===== src/rtl/operand_loader.sv =====
// Operand entry front end: synchronises and debounces the NEXT/CLEAR buttons,
// then steps through A, B and opcode capture before presenting them as valid.
module operand_loader #(
    parameter int WIDTH           = 4,
    parameter int SEL_WIDTH       = 4,
    parameter int DEBOUNCE_CYCLES = 50000
) (
    input  logic                 clk,
    input  logic                 rst,
    input  logic [WIDTH-1:0]     data_in,
    input  logic                 btn_next,
    input  logic                 btn_clear,
    output logic [WIDTH-1:0]     a,
    output logic [WIDTH-1:0]     b,
    output logic [SEL_WIDTH-1:0] sel,
    output logic [1:0]           load_state,
    output logic                 operands_valid,
    output logic                 start
);

    localparam int CNT_W = $clog2(DEBOUNCE_CYCLES);
    localparam logic [CNT_W-1:0] CNT_LAST = CNT_W'(DEBOUNCE_CYCLES - 1);

    typedef enum logic [1:0] {
        S_A    = 2'd0,
        S_B    = 2'd1,
        S_OP   = 2'd2,
        S_SHOW = 2'd3
    } state_t;

    // Bit 0 carries NEXT, bit 1 carries CLEAR through the whole button path.
    logic [1:0]       w_btn;
    logic [1:0]       w_press;
    logic [1:0]       r_s1;
    logic [1:0]       r_s2;
    logic [1:0]       r_deb;
    logic [1:0]       r_deb_q;
    logic [CNT_W-1:0] r_cnt [2];

    state_t               r_state;
    logic [WIDTH-1:0]     r_a;
    logic [WIDTH-1:0]     r_b;
    logic [SEL_WIDTH-1:0] r_sel;
    logic                 r_valid;
    logic                 r_start;

    assign w_btn   = {btn_clear, btn_next};
    assign w_press = r_deb & ~r_deb_q;

    always_ff @(posedge clk) begin
        if (!rst) begin
            r_s1    <= '0;
            r_s2    <= '0;
            r_deb   <= '0;
            r_deb_q <= '0;
            for (int unsigned i = 0; i < 2; i++) begin
                r_cnt[i] <= '0;
            end
        end else begin
            r_s1    <= w_btn;
            r_s2    <= r_s1;
            r_deb_q <= r_deb;
            // A level is accepted on the last of DEBOUNCE_CYCLES differing cycles.
            for (int unsigned i = 0; i < 2; i++) begin
                if (r_s2[i] == r_deb[i]) begin
                    r_cnt[i] <= '0;
                end else if (r_cnt[i] == CNT_LAST) begin
                    r_deb[i] <= r_s2[i];
                    r_cnt[i] <= '0;
                end else begin
                    r_cnt[i] <= r_cnt[i] + 1'b1;
                end
            end
        end
    end

    always_ff @(posedge clk) begin
        if (!rst) begin
            r_state <= S_A;
            r_a     <= '0;
            r_b     <= '0;
            r_sel   <= '0;
            r_valid <= 1'b0;
            r_start <= 1'b0;
        end else begin
            r_start <= 1'b0;
            if (w_press[1]) begin
                r_state <= S_A;
                r_a     <= '0;
                r_b     <= '0;
                r_sel   <= '0;
                r_valid <= 1'b0;
            end else if (w_press[0]) begin
                case (r_state)
                    S_A: begin
                        r_a     <= data_in;
                        r_state <= S_B;
                        r_valid <= 1'b0;
                    end
                    S_B: begin
                        r_b     <= data_in;
                        r_state <= S_OP;
                        r_valid <= 1'b0;
                    end
                    S_OP: begin
                        r_sel   <= data_in[SEL_WIDTH-1:0];
                        r_state <= S_SHOW;
                        r_valid <= 1'b1;
                        r_start <= 1'b1;
                    end
                    default: begin
                        r_state <= S_A;
                        r_valid <= 1'b0;
                    end
                endcase
            end
        end
    end

    assign a              = r_a;
    assign b              = r_b;
    assign sel            = r_sel;
    assign load_state     = r_state;
    assign operands_valid = r_valid;
    assign start          = r_start;

endmodule

===== config.mk =====
export PLATFORM = sky130hd
export DESIGN_NAME = operand_loader
export DESIGN_NICKNAME = d
export VERILOG_FILES = /design/src/rtl/operand_loader.sv
export SDC_FILE = /design/constraint.sdc
export NUM_CORES = 1
export LEC_CHECK = 0
export BUFFER_PORTS_ARGS = -buffer_cell sky130_fd_sc_hd__buf_4
export CORE_MARGIN = 8
export CORE_UTILIZATION = 33
export DETAILED_ROUTE_END_ITERATION = 8
export RECOVER_POWER = 25
export SYNTH_ARGS = -nofsm -noshare
export SYNTH_HDL_FRONTEND = slang
export SYNTH_SLANG_ARGS = --single-unit

===== constraint.sdc =====
create_clock -name clk -period 2.7 [get_ports clk]
set_input_delay 0.54 -clock clk [delete_from_list [all_inputs] [get_ports clk]]
set_output_delay 0.54 -clock clk [all_outputs]
set_load 0.02 [all_outputs]

# After elaboration in Yosys (flattened, before gate mapping)
# Memories as Yosys holds them, arrays and structs flattened.
# Index checks and enable logic that the tools add are counted.
# word_totals
mem_bits_rw	32
out_inout_bits	16
inputBits	8
regBits	24
memories	1
# op_classes
muxes	31
n_reduce_logical	8
n_bitwise	12
n_addsub	2
eq_ne	6
# mem_list
name	words	width	rd	rd_ports_with_merged_regs	write_ports	line	text
r_cnt	2	16	2	0	2	38	logic [CNT_W-1:0] r_cnt [2];
# ops
op	n
16-bit two-way mux	6
16-bit by 1-bit adder with 16-bit output (second input constant)	2
16-bit equality test (second input constant)	2
1-bit two-way mux	24
2-bit AND reduction	5
1-bit bitwise OR	6
2-bit one-hot mux with 3 select lines	1
1-bit NOT	4
3-bit OR reduction	1
2-bit bitwise AND	1
1-bit equality test	2
2-bit by 1-bit equality test with 1-bit output (second input constant)	1
2-bit equality test (second input constant)	1
2-bit zero test	1
2-bit NOT	1
2-bit OR reduction	1

# Depth between registers and ports, before layout
# Gate-level depths: netlist (run 1).
# logic_depth
word_depth	7
depth_mapped	6

# Worst setup path before layout (run 1)
# No wires, ideal clock.
# synth_path
path_type	register to register
start	memory r_cnt[0][11] (netlist bit)
end	memory r_cnt[0][10] (netlist bit), data pin
setup_ns	0.255
required_ns	2.445
t_arrival_ns	1.762
path_slack_ns	0.684
stages_incl_launch_ff	6
path_cell_list	edfxtp_1 or4_1 or4_4 nand3_4 buf_12 nor2_2
# synth_lines
item	line
start, declared	38

==> impl_results.md, run 1 <==
* Status: complete, no violations
* RR Startpoint: r_cnt[0][11]$_SDFFCE_PN0P_
* CTS tree: yes
* Leakage at 0.001081 µW
* Max-Cap Viols at 0
* Final Critical Period at 2.101 ns
* Worst Path Required at 2.77 ns
* WP data arrival at 2.17 ns
* H-Tree Depth at 2
* Fmax at 0.4760 GHz
* Cts repair resizes at 0
* Post-synth EDFFs at 32
* Setup slack, reg-to-reg at 0.60 ns
* Max Buffers Root-to-Sink at 2
* Register area share after synthesis at 54.24%
* Sw frac at 23.76%
* Logic pwr share at 4.3%
* Critical path launch point type: flip-flop
* Row count at 32
* Residual DRC at 0
* RD Place Congestion at 0.7837
* Syn. warnings at 0
* HP Start: btn_next
* WL final at 4.709 mm
* Die area at 11180 µm²
* Vias in the first global route at 1798
* Largest net degree at the start of global routing at 20
* Final setup vio count at 0
* Via count at 1846
* Drt wl/cell at 11.27 µm
* Top Ports at 24
* R2r endpoint: r_cnt[0][6]$_SDFFCE_PN0P_
* Filler cells at 800
* Post-synthesis cell count at 259
* Drt pass-1 iters at 7
* Final Hold Fails at 0
* Initial Util at 34.21%
* Reg clk slew, reported paths at 0.10 ns
* Pwr per Cell Area at 484.3 nW/µm²
* CP Class: reg -> reg
* Place WS at 0.5879 ns
* Post-route ant nets at 0
* GRT overflow at 0
* Final WS setup at 0.5989 ns
* First-pass GRT wire length at 8.135 mm
* Slew Viols, Final at 0
* Sequential fraction of design power at 63.3%
* Psw at 356.3 µW
* Least-Margin Pin Slew at 1.048 ns
* Sequential Area at 1441 µm²
* Cell variety after synth at 33
* Die height at 105.7 µm
* Post-Syn Area at 2658 µm²
* R2R depth at 4
* Multi-input logic area at 1256 µm²
* PortBufs at 23
* Ratio of cells with drive above 1 in the final layout at 11.08%
* Inserted Clock Buffers at 5
* Hold Buf Count CTS at 0
* N_diodes at 0
* Initial antenna violation count at 0
* Drt via density at 4.416
* Rel. slew slack at 29.65%
* Crit. End Element: flip-flop
* Sink Count at 56
* Final #Nets at 329
* Area Growth Syn to Fin at 16.53%
* Buffer count from post-CTS setup fixing at 0
* Most used DFF post-synth: edfxtp_1
* Layout Skew at 0.009396 ns
* Hold Crit Endpoint: r_s1[0]$_SDFF_PN0_
* Hold depth at 2
* Worst-skew pair later-pin latency at 0.31 ns
* Final period util at 77.82%
* Synthesis-stage register bit count at 56
* Clock share of power at 32.4%
* Root Buffer: clkbuf_8
* RSZ-0062 raised after global routing: false
* Most frequent cells in the layout: edfxtp_1 (32), conb_1 (32), nor2_1 (27), nand2_1 (24), dfxtp_1 (24)
* Number of DRC violations after detailed-routing iteration 0 at 105
* Area of the core at 7767 µm²
* VDD IR max at 0.0002385 V
* Post-DP HPWL at 3.407 mm
* Die X at 105.7 µm
* Crit path max fanout at 15
* Async S/R FF share, synth at 0%
* Total Routing Usage GR at 8.673%
* Setup TNS at 0 ns
* Internal at 1144 µW
* Worst min path class: in -> reg
* Syn_area_per_cell at 10.26 µm²
## layer usage
| metal | vias to the layer above | GRT usage (%) | share of wire, % |
|---|---|---|---|
| li1 | 984 | - | - |
| met4 | 0 | 3.216 | 0.62 |
| met1 | 839 | 10.62 | 50 |
| met3 | 2 | 2.436 | 3.4 |
| met5 | - | 0 | 0 |
| met2 | 21 | 14.16 | 46 |
## kinds of logic (layout without fill, tap and decap cells)
| logic type | after synthesis | after routing | share of synthesized area, % |
|---|---|---|---|
| and+or+nand+nor | 131 | 131 | 26.13 |
| DFF | 56 | 56 | 54.24 |
| xor gates and xnor gates | 29 | 29 | 9.557 |
| AOI/OAI and AO/OA | 18 | 18 | 3.484 |
| buffers and inverters | 16 | 42 | 2.872 |
| adders and majority gates | 6 | 6 | 2.825 |
| muxes | 2 | 2 | 0.7533 |
| other | 1 | 32 | 0.1411 |
## final cells by class
type,instances,share of cell area (%)
sequential,56,46.55
multi-input combinational,218,40.57
clock buffer,5,2.222
tap,102,4.121
timing repair buffer,24,4.485
clock inverter,3,0.8485
inverter,10,1.212
## cell usage after synthesis, drive strengths merged, types with 4 or more instances
cell | number | area [µm²]
dfxtp | 24 | 480.5
and3 | 4 | 25.02
clkbuf | 5 | 18.77
nand4 | 7 | 50.05
and2 | 6 | 37.54
nor4 | 7 | 43.79
xor2 | 7 | 61.31
nand2 | 24 | 90.09
nor3 | 9 | 45.04
xnor2 | 22 | 192.7
edfxtp | 32 | 960.9
nor2 | 37 | 163.9
ha | 6 | 75.07
nand3 | 24 | 132.6
inv | 10 | 37.54
a21oi | 16 | 80.08
## worst max-delay path by stage
stage / start / to / slack, ns / depth (start not counted)
2_1_floorplan: r_cnt[0][11]$_SDFFCE_PN0P_ / r_cnt[0][10]$_SDFFCE_PN0P_ / 0.68 / 5
3_3_place_gp: r_cnt[0][11]$_SDFFCE_PN0P_ / r_cnt[0][3]$_SDFFCE_PN0P_ / 0.63 / 4
3_5_place_dp: r_cnt[0][0]$_SDFFCE_PN0P_ / r_cnt[0][7]$_SDFFCE_PN0P_ / 0.59 / 5
4_1_cts: r_cnt[0][0]$_SDFFCE_PN0P_ / r_cnt[0][6]$_SDFFCE_PN0P_ / 0.58 / 5
5_1_grt: r_cnt[0][0]$_SDFFCE_PN0P_ / r_cnt[0][7]$_SDFFCE_PN0P_ / 0.42 / 5
6_report: r_cnt[0][11]$_SDFFCE_PN0P_ / r_cnt[0][6]$_SDFFCE_PN0P_ / 0.60 / 4
## flip-flops by register name (all words and copies together) (netlist names)
name,flops
r_cnt,32
a,4
b,4
sel,4
load_state,2
r_deb,2
r_deb_q,2
r_s1,2
r_s2,2
operands_valid,1
start,1
## power groups by stage
stage	Clock [µW]	Combinational (µW)	Sequential, µW
finish	486	64.7	949
global route	534	74.2	954
CTS	511	64.7	949
detailed placement	0	64.2	969
global placement	0	64.5	967
floorplan	0	48.8	962
## critical path, cell delays in order (launching register included)
cell and delay [ns]:
edfxtp_1 0.48, or4_1 0.54, or4_4 0.52, nand3_4 0.24, nor2_1 0.08
## metrics by stage
stage / hold slack (ns) / util (%) / area [µm²] / instances / power [µW]
floorplan: 0.4119 / - / 2774 / 290 / 1010
global placement: 0.4151 / 39.18 / 3043 / 410 / 1032
detailed placement: 0.4215 / 39.18 / 3043 / 410 / 1033
CTS: 0.4234 / 40.40 / 3138 / 418 / 1525
global route: 0.4314 / 39.87 / 3097 / 418 / 1562
finish: 0.4382 / 39.87 / 3097 / 418 / 1500
(Power assumes the default switching activity.)
==> run 2: changes to the inputs <==
==> constraint.sdc (replaced) <==
create_clock -name clk -period 2.2 [get_ports clk]
set_input_delay 0.44 -clock clk [delete_from_list [all_inputs] [get_ports clk]]
set_output_delay 0.44 -clock clk [all_outputs]
set_load 0.02 [all_outputs]
==> impl_results.md, run 2 (synthesized netlist as in run 1, its figures left out) <==
* Total Routing Usage GR at 9.047% (was 8.673%)
* RR Startpoint: r_cnt[0][12]$_SDFFCE_PN0P_ (was r_cnt[0][11]$_SDFFCE_PN0P_)
* Rel. slew slack at 28.75% (was 29.65%)
* Drt pass-1 iters at 3 (was 7)
* Final period util at 96.40% (was 77.82%)
* Drt wl/cell at 11.04 µm (was 11.27 µm)
* Cell count after placement at 415 (was 410)
* Setup TNS at 0 ns (unchanged)
* Inserted Clock Buffers at 5 (unchanged)
* CP Class: reg -> reg (unchanged)
* Initial antenna violation count at 0 (unchanged)
* Status: complete, no violations (unchanged)
* Top Ports at 24 (unchanged)
* Via count at 1886 (was 1846)
* Root Buffer: clkbuf_8 (unchanged)
* RD Place Congestion at 0.8153 (was 0.7837)
* PortBufs at 23 (unchanged)
* Ratio of cells with drive above 1 in the final layout at 12.15% (was 11.08%)
* Post-DP HPWL at 3.475 mm (was 3.407 mm)
* WL final at 4.671 mm (was 4.709 mm)
* Critical path launch point type: flip-flop (unchanged)
* Row count at 32 (unchanged)
* Pwr per Cell Area at 581.2 nW/µm² (was 484.3 nW/µm²)
* H-Tree Depth at 2 (unchanged)
* VDD IR max at 0.0002506 V (was 0.0002385 V)
* Die height at 105.7 µm (unchanged)
* Hold Buf Count CTS at 0 (unchanged)
* RSZ-0062 raised after global routing: false (unchanged)
* Top Metal Used: met4 (unchanged)
* Reg with most FFs: r_cnt (unchanged)
* Die X at 105.7 µm (unchanged)
* Area Growth Syn to Fin at 17.56% (was 16.53%)
* Max-Cap Viols at 0 (unchanged)
* Vias in the first global route at 1900 (was 1798)
* Largest net degree at the start of global routing at 19 (was 20)
* Final Hold Fails at 0 (unchanged)
* Drt via density at 4.459 (was 4.416)
* Residual DRC at 0 (unchanged)
* Worst-skew pair later-pin latency at 0.31 ns (about the same)
* Psw at 417.7 µW (was 356.3 µW)
* N_diodes at 0 (unchanged)
* Internal at 1398 µW (was 1144 µW)
* Sink Count at 56 (unchanged)
* Final #Nets at 334 (was 329)
* Initial Util at 34.21% (unchanged)
* Sequential fraction of design power at 64.1% (was 63.3%)
* Post-route ant nets at 0 (unchanged)
* Leakage at 0.001100 µW (was 0.001081 µW)
* Wire length on met1 at 2.255 mm (was 2.364 mm)
* DR WL met3 at 181 µm (was 162 µm)
* Final setup vio count at 0 (unchanged)
* Reg clk slew, reported paths at 0.10 ns (about the same)
* Filler cells at 820 (was 800)
* Final Critical Period at 2.121 ns (was 2.101 ns)
* HP Start: btn_next (unchanged)
* Multi-input logic area at 1256 µm² (unchanged)
* Max Buffers Root-to-Sink at 2 (unchanged)
* Area of the core at 7767 µm² (unchanged)
* CTS tree: yes (unchanged)
* First-pass GRT wire length at 8.473 mm (was 8.135 mm)
* Max reg flops at 32 (unchanged)
* Slew Viols, Final at 0 (unchanged)
* Die area at 11180 µm² (unchanged)
* WP data arrival at 2.17 ns (about the same)
* Post-route insts no fill at 423 (was 418)
* Sw frac at 23.00% (was 23.76%)
* Clock share of power at 31.3% (was 32.4%)
* Sequential Area at 1441 µm² (unchanged)
* Buffer count from post-CTS setup fixing at 0 (unchanged)
* Crit. End Element: flip-flop (unchanged)
* Number of DRC violations after detailed-routing iteration 0 at 39 (was 105)
* Worst Path Required at 2.25 ns (was 2.77 ns)
* Cts repair resizes at 0 (unchanged)
* Fmax at 0.4715 GHz (was 0.4760 GHz)
* Least-Margin Pin Slew at 1.062 ns (was 1.048 ns)
* Layout Skew at 0.01622 ns (was 0.009396 ns)
* GRT overflow at 0 (unchanged)
* CP Launch Point: r_cnt[0][12]$_SDFFCE_PN0P_ (was r_cnt[0][11]$_SDFFCE_PN0P_)
* Most frequent cells in the layout: edfxtp_1 (32), conb_1 (32), nor2_1 (27), nand2_1 (24), dfxtp_1 (24) (unchanged)
* Worst min path class: in -> reg (unchanged)
* Logic pwr share at 4.6% (was 4.3%)
* Metal2 WL at 2.149 mm (was 2.152 mm)
* Crit path max fanout at 15 (unchanged)
==> run 2: cell types whose count changed in the layout (fill, tap and decap cells not counted) <==
cell	change
inv_6	+1
buf_4	+4
inv_8	-1
clkbuf_1	+1
clkinv_4	-1
and2_1	+2
and2_0	-2
clkinv_2	+1
==> run 2: path summary, 6_finish.rpt <==
path,to,slack (ns),cells after the start
min,r_s1[0]$_SDFF_PN0_,0.33,2
max,r_cnt[0][3]$_SDFFCE_PN0P_,0.08,4
max reg2reg,r_cnt[0][3]$_SDFFCE_PN0P_,0.08,4
min reg2reg,r_s2[1]$_SDFF_PN0_,0.44,1
==> run 2: critical path, stage by stage (launching register included) <==
cell,delay (ns)
edfxtp_1,0.47
or4_1,0.54
or4_4,0.52
nand3_4,0.25
nor2_1,0.08
==> run 2: stage by stage <==
stage | cell area (µm²) | utilization, % | hold WS, ns | setup WS, ns | power [µW]
final | 3124 | 40.22 | 0.3292 | 0.07930 | 1816
after global routing | 3124 | 40.22 | 0.3109 | 0.01019 | 1901
after CTS | 3169 | 40.80 | 0.3169 | 0.09786 | 1848
after detailed placement | 3080 | 39.66 | 0.4200 | 0.1222 | 1272
after global placement | 3080 | 39.66 | 0.4152 | 0.1662 | 1269
after floorplan | 2774 | - | 0.4119 | 0.1836 | 1240
==> run 2: cell type report <==
type / count / share of cell area (%)
Clock buffer: 5 / 2.203
Clock inverter: 3 / 0.6408
Inverter: 10 / 1.201
Multi-Input combinational cell: 218 / 40.21
Sequential cell: 56 / 46.14
Tap cell: 102 / 4.085
Timing Repair Buffer: 29 / 5.527
==> run 2: power groups by stage <==
stage | Combinational (µW) | Clock (µW) | Sequential (µW)
after floorplan | 59.9 | 0 | 1180
after CTS | 85.2 | 600 | 1160
after global placement | 83.8 | 0 | 1190
after detailed placement | 84.7 | 0 | 1190
after global routing | 96.8 | 636 | 1170
final | 84.4 | 568 | 1160
==> run 2: metal layers <==
layer,GRT usage (%),vias to the layer above
li1,-,996
met5,0,-
met3,2.862,7
met4,3.417,0
met1,10.85,864
met2,14.79,19
==> run 3: changes to the inputs <==
--- a/config.mk
+++ b/config.mk
@@ -7,9 +7,11 @@
 export LEC_CHECK = 0
 export BUFFER_PORTS_ARGS = -buffer_cell sky130_fd_sc_hd__buf_4
 export CORE_MARGIN = 8
-export CORE_UTILIZATION = 33
+export CORE_UTILIZATION = 51
 export DETAILED_ROUTE_END_ITERATION = 8
+export PLACE_DENSITY = 0.7
 export RECOVER_POWER = 25
+export REMOVE_ABC_BUFFERS = 1
 export SYNTH_ARGS = -nofsm -noshare
 export SYNTH_HDL_FRONTEND = slang
 export SYNTH_SLANG_ARGS = --single-unit
==> impl_results.md, run 3 (synthesized netlist as in run 1, its figures left out) <==
* Status: complete, no violations (unchanged)
* RD Place Congestion at 0.7951 (was 0.8153)
* Top Ports at 24 (unchanged)
* Drt wl/cell at 11.28 µm (was 11.04 µm)
* Setup TNS at 0 ns (unchanged)
* Sink Count at 56 (unchanged)
* Row count at 26 (was 32)
* Drt via density at 4.747 (was 4.459)
* Worst-skew pair later-pin latency at 0.30 ns (was 0.31 ns)
* Max reg flops at 32 (unchanged)
* Reg with most FFs: r_cnt (unchanged)
* Least-Margin Pin Slew at 1.119 ns (was 1.062 ns)
* Final #Nets at 334 (unchanged)
* Slew Viols, Final at 0 (unchanged)
* Area of the core at 5075 µm² (was 7767 µm²)
* Final Critical Period at 2.061 ns (was 2.121 ns)
* Post-route ant nets at 0 (unchanged)
* Filler cells at 477 (was 820)
* GRT overflow at 0 (unchanged)
* CTS tree: yes (unchanged)
* Hold Buf Count CTS at 0 (unchanged)
* Die X at 88.19 µm (was 105.7 µm)
* VDD IR max at 0.0003463 V (was 0.0002506 V)
* Number of DRC violations after detailed-routing iteration 0 at 110 (was 39)
* Initial Util at 52.37% (was 34.21%)
* Final hold slack at 0.3463 ns (was 0.3292 ns)
* Multi-input logic area at 1256 µm² (unchanged)
* Max Buffers Root-to-Sink at 2 (unchanged)
* PortBufs at 23 (unchanged)
* First-pass GRT wire length at 7.686 mm (was 8.473 mm)
* Layout Skew at 0.009861 ns (was 0.01622 ns)
* Rel. slew slack at 24.92% (was 28.75%)
* Crit. End Element: flip-flop (unchanged)
* Most frequent cells in the layout: edfxtp_1 (32), conb_1 (32), nor2_1 (27), nand2_1 (24), dfxtp_1 (24) (unchanged)
* Slowest-stage cell, CP: or4_4 (was or4_1)
* Leakage at 0.001099 µW (was 0.001100 µW)
* Final period util at 93.69% (was 96.40%)
* Residual DRC at 0 (unchanged)
* Initial antenna violation count at 0 (unchanged)
* WP buf/inv at 0 (unchanged)
* Critical path launch point type: flip-flop (unchanged)
* Max-Cap Viols at 0 (unchanged)
* Fmax at 0.4852 GHz (was 0.4715 GHz)
* Final Core Density at 60.97% (was 40.22%)
* WP data arrival at 2.11 ns (was 2.17 ns)
* Sequential Area at 1441 µm² (unchanged)
* RSZ-0062 raised after global routing: false (unchanged)
* Die area at 7777 µm² (was 11180 µm²)
* Crit path max fanout at 15 (unchanged)
* H-Tree Depth at 2 (unchanged)
* Cts repair resizes at 0 (unchanged)
* Final setup vio count at 0 (unchanged)
* Total Routing Usage GR at 12.34% (was 9.047%)
* Pwr per Cell Area at 596.6 nW/µm² (was 581.2 nW/µm²)
* Post-DP HPWL at 3.315 mm (was 3.475 mm)
* Reg clk slew, reported paths at 0.09 ns (was 0.10 ns)
* Via count at 1856 (was 1886)
* CP cell instances: or4_1 -> or4_4 -> nand3_4 -> nor2_1 (unchanged)
* Inserted Clock Buffers at 5 (unchanged)
* Crit path max-delay family: simple AND/OR/NAND/NOR gates (unchanged)
* Ratio of cells with drive above 1 in the final layout at 11.53% (was 12.15%)
* Final Hold Fails at 0 (unchanged)
* WL final at 4.410 mm (was 4.671 mm)
* Worst Path Required at 2.25 ns (about the same)
* Root Buffer: clkbuf_8 (unchanged)
* Vias in the first global route at 1808 (was 1900)
* Area Growth Syn to Fin at 16.43% (was 17.56%)
* Buffer count from post-CTS setup fixing at 0 (unchanged)
* Largest net degree at the start of global routing at 17 (was 19)
* Worst min path class: in -> reg (unchanged)
* N_diodes at 0 (unchanged)
* Drt pass-1 iters at 4 (was 3)
* CP peak stage delay at 0.53 ns (was 0.54 ns)
* Die height at 88.19 µm (was 105.7 µm)
* CP Class: reg -> reg (unchanged)
[run 3: cell types whose count changed in the layout (fill, tap and decap cells not counted), sizes merged]
cell    before  now
inv         12   10
buf         17   16
clkbuf      17   20
[run 3: power by group]
part	switching, µW	total (µW)	internal [µW]
registers	29.2	1160	1130
logic	46.7	82.9	36.2
clock network	308	600	292
total	384	1850	1460
[run 3: stage by stage]
stage	setup slack, ns	cells	cell area [µm²]	total power [µW]
6_report	0.1389	391	3094	1846
5_1_grt	0.05890	391	3094	1927
4_1_cts	0.1242	391	3143	1876
3_5_place_dp	0.1243	383	3040	1270
3_3_place_gp	0.1591	383	3040	1268
2_1_floorplan	0.2128	284	2735	1235
[run 3: routing by layer]
layer	track usage, %	routed length (µm)	share of wire (%)
met1	15.00	2250	51
met2	20.30	1904	43
met3	3.283	211	4.8
met4	4.608	43	0.98
met5	0	0	0
[run 3: layout make-up]
class                      instances  area share (%)
multi-input combinational        218           40.60
timing repair buffer              29           5.459
sequential                        56           46.58
clock inverter                     1          0.1617
inverter                          10           1.213
tap                               70           2.831
clock buffer                       7           3.154
[run 3: worst reg2reg max path: cells and delay by family (launching register included)]
family | cells | cell delay (ns)
simple gates | 4 | 1.37
flops | 1 | 0.45
[run 3: worst paths after layout]
| kind | from | to | slack, ns | cells after the start |
|---|---|---|---|---|
| min reg2reg | r_s1[1]$_SDFF_PN0_ | r_s2[1]$_SDFF_PN0_ | 0.44 | 1 |
| max | r_cnt[0][12]$_SDFFCE_PN0P_ | r_cnt[0][3]$_SDFFCE_PN0P_ | 0.14 | 4 |
| max reg2reg | r_cnt[0][12]$_SDFFCE_PN0P_ | r_cnt[0][3]$_SDFFCE_PN0P_ | 0.14 | 4 |
| min | btn_clear | r_s1[1]$_SDFF_PN0_ | 0.35 | 2 |
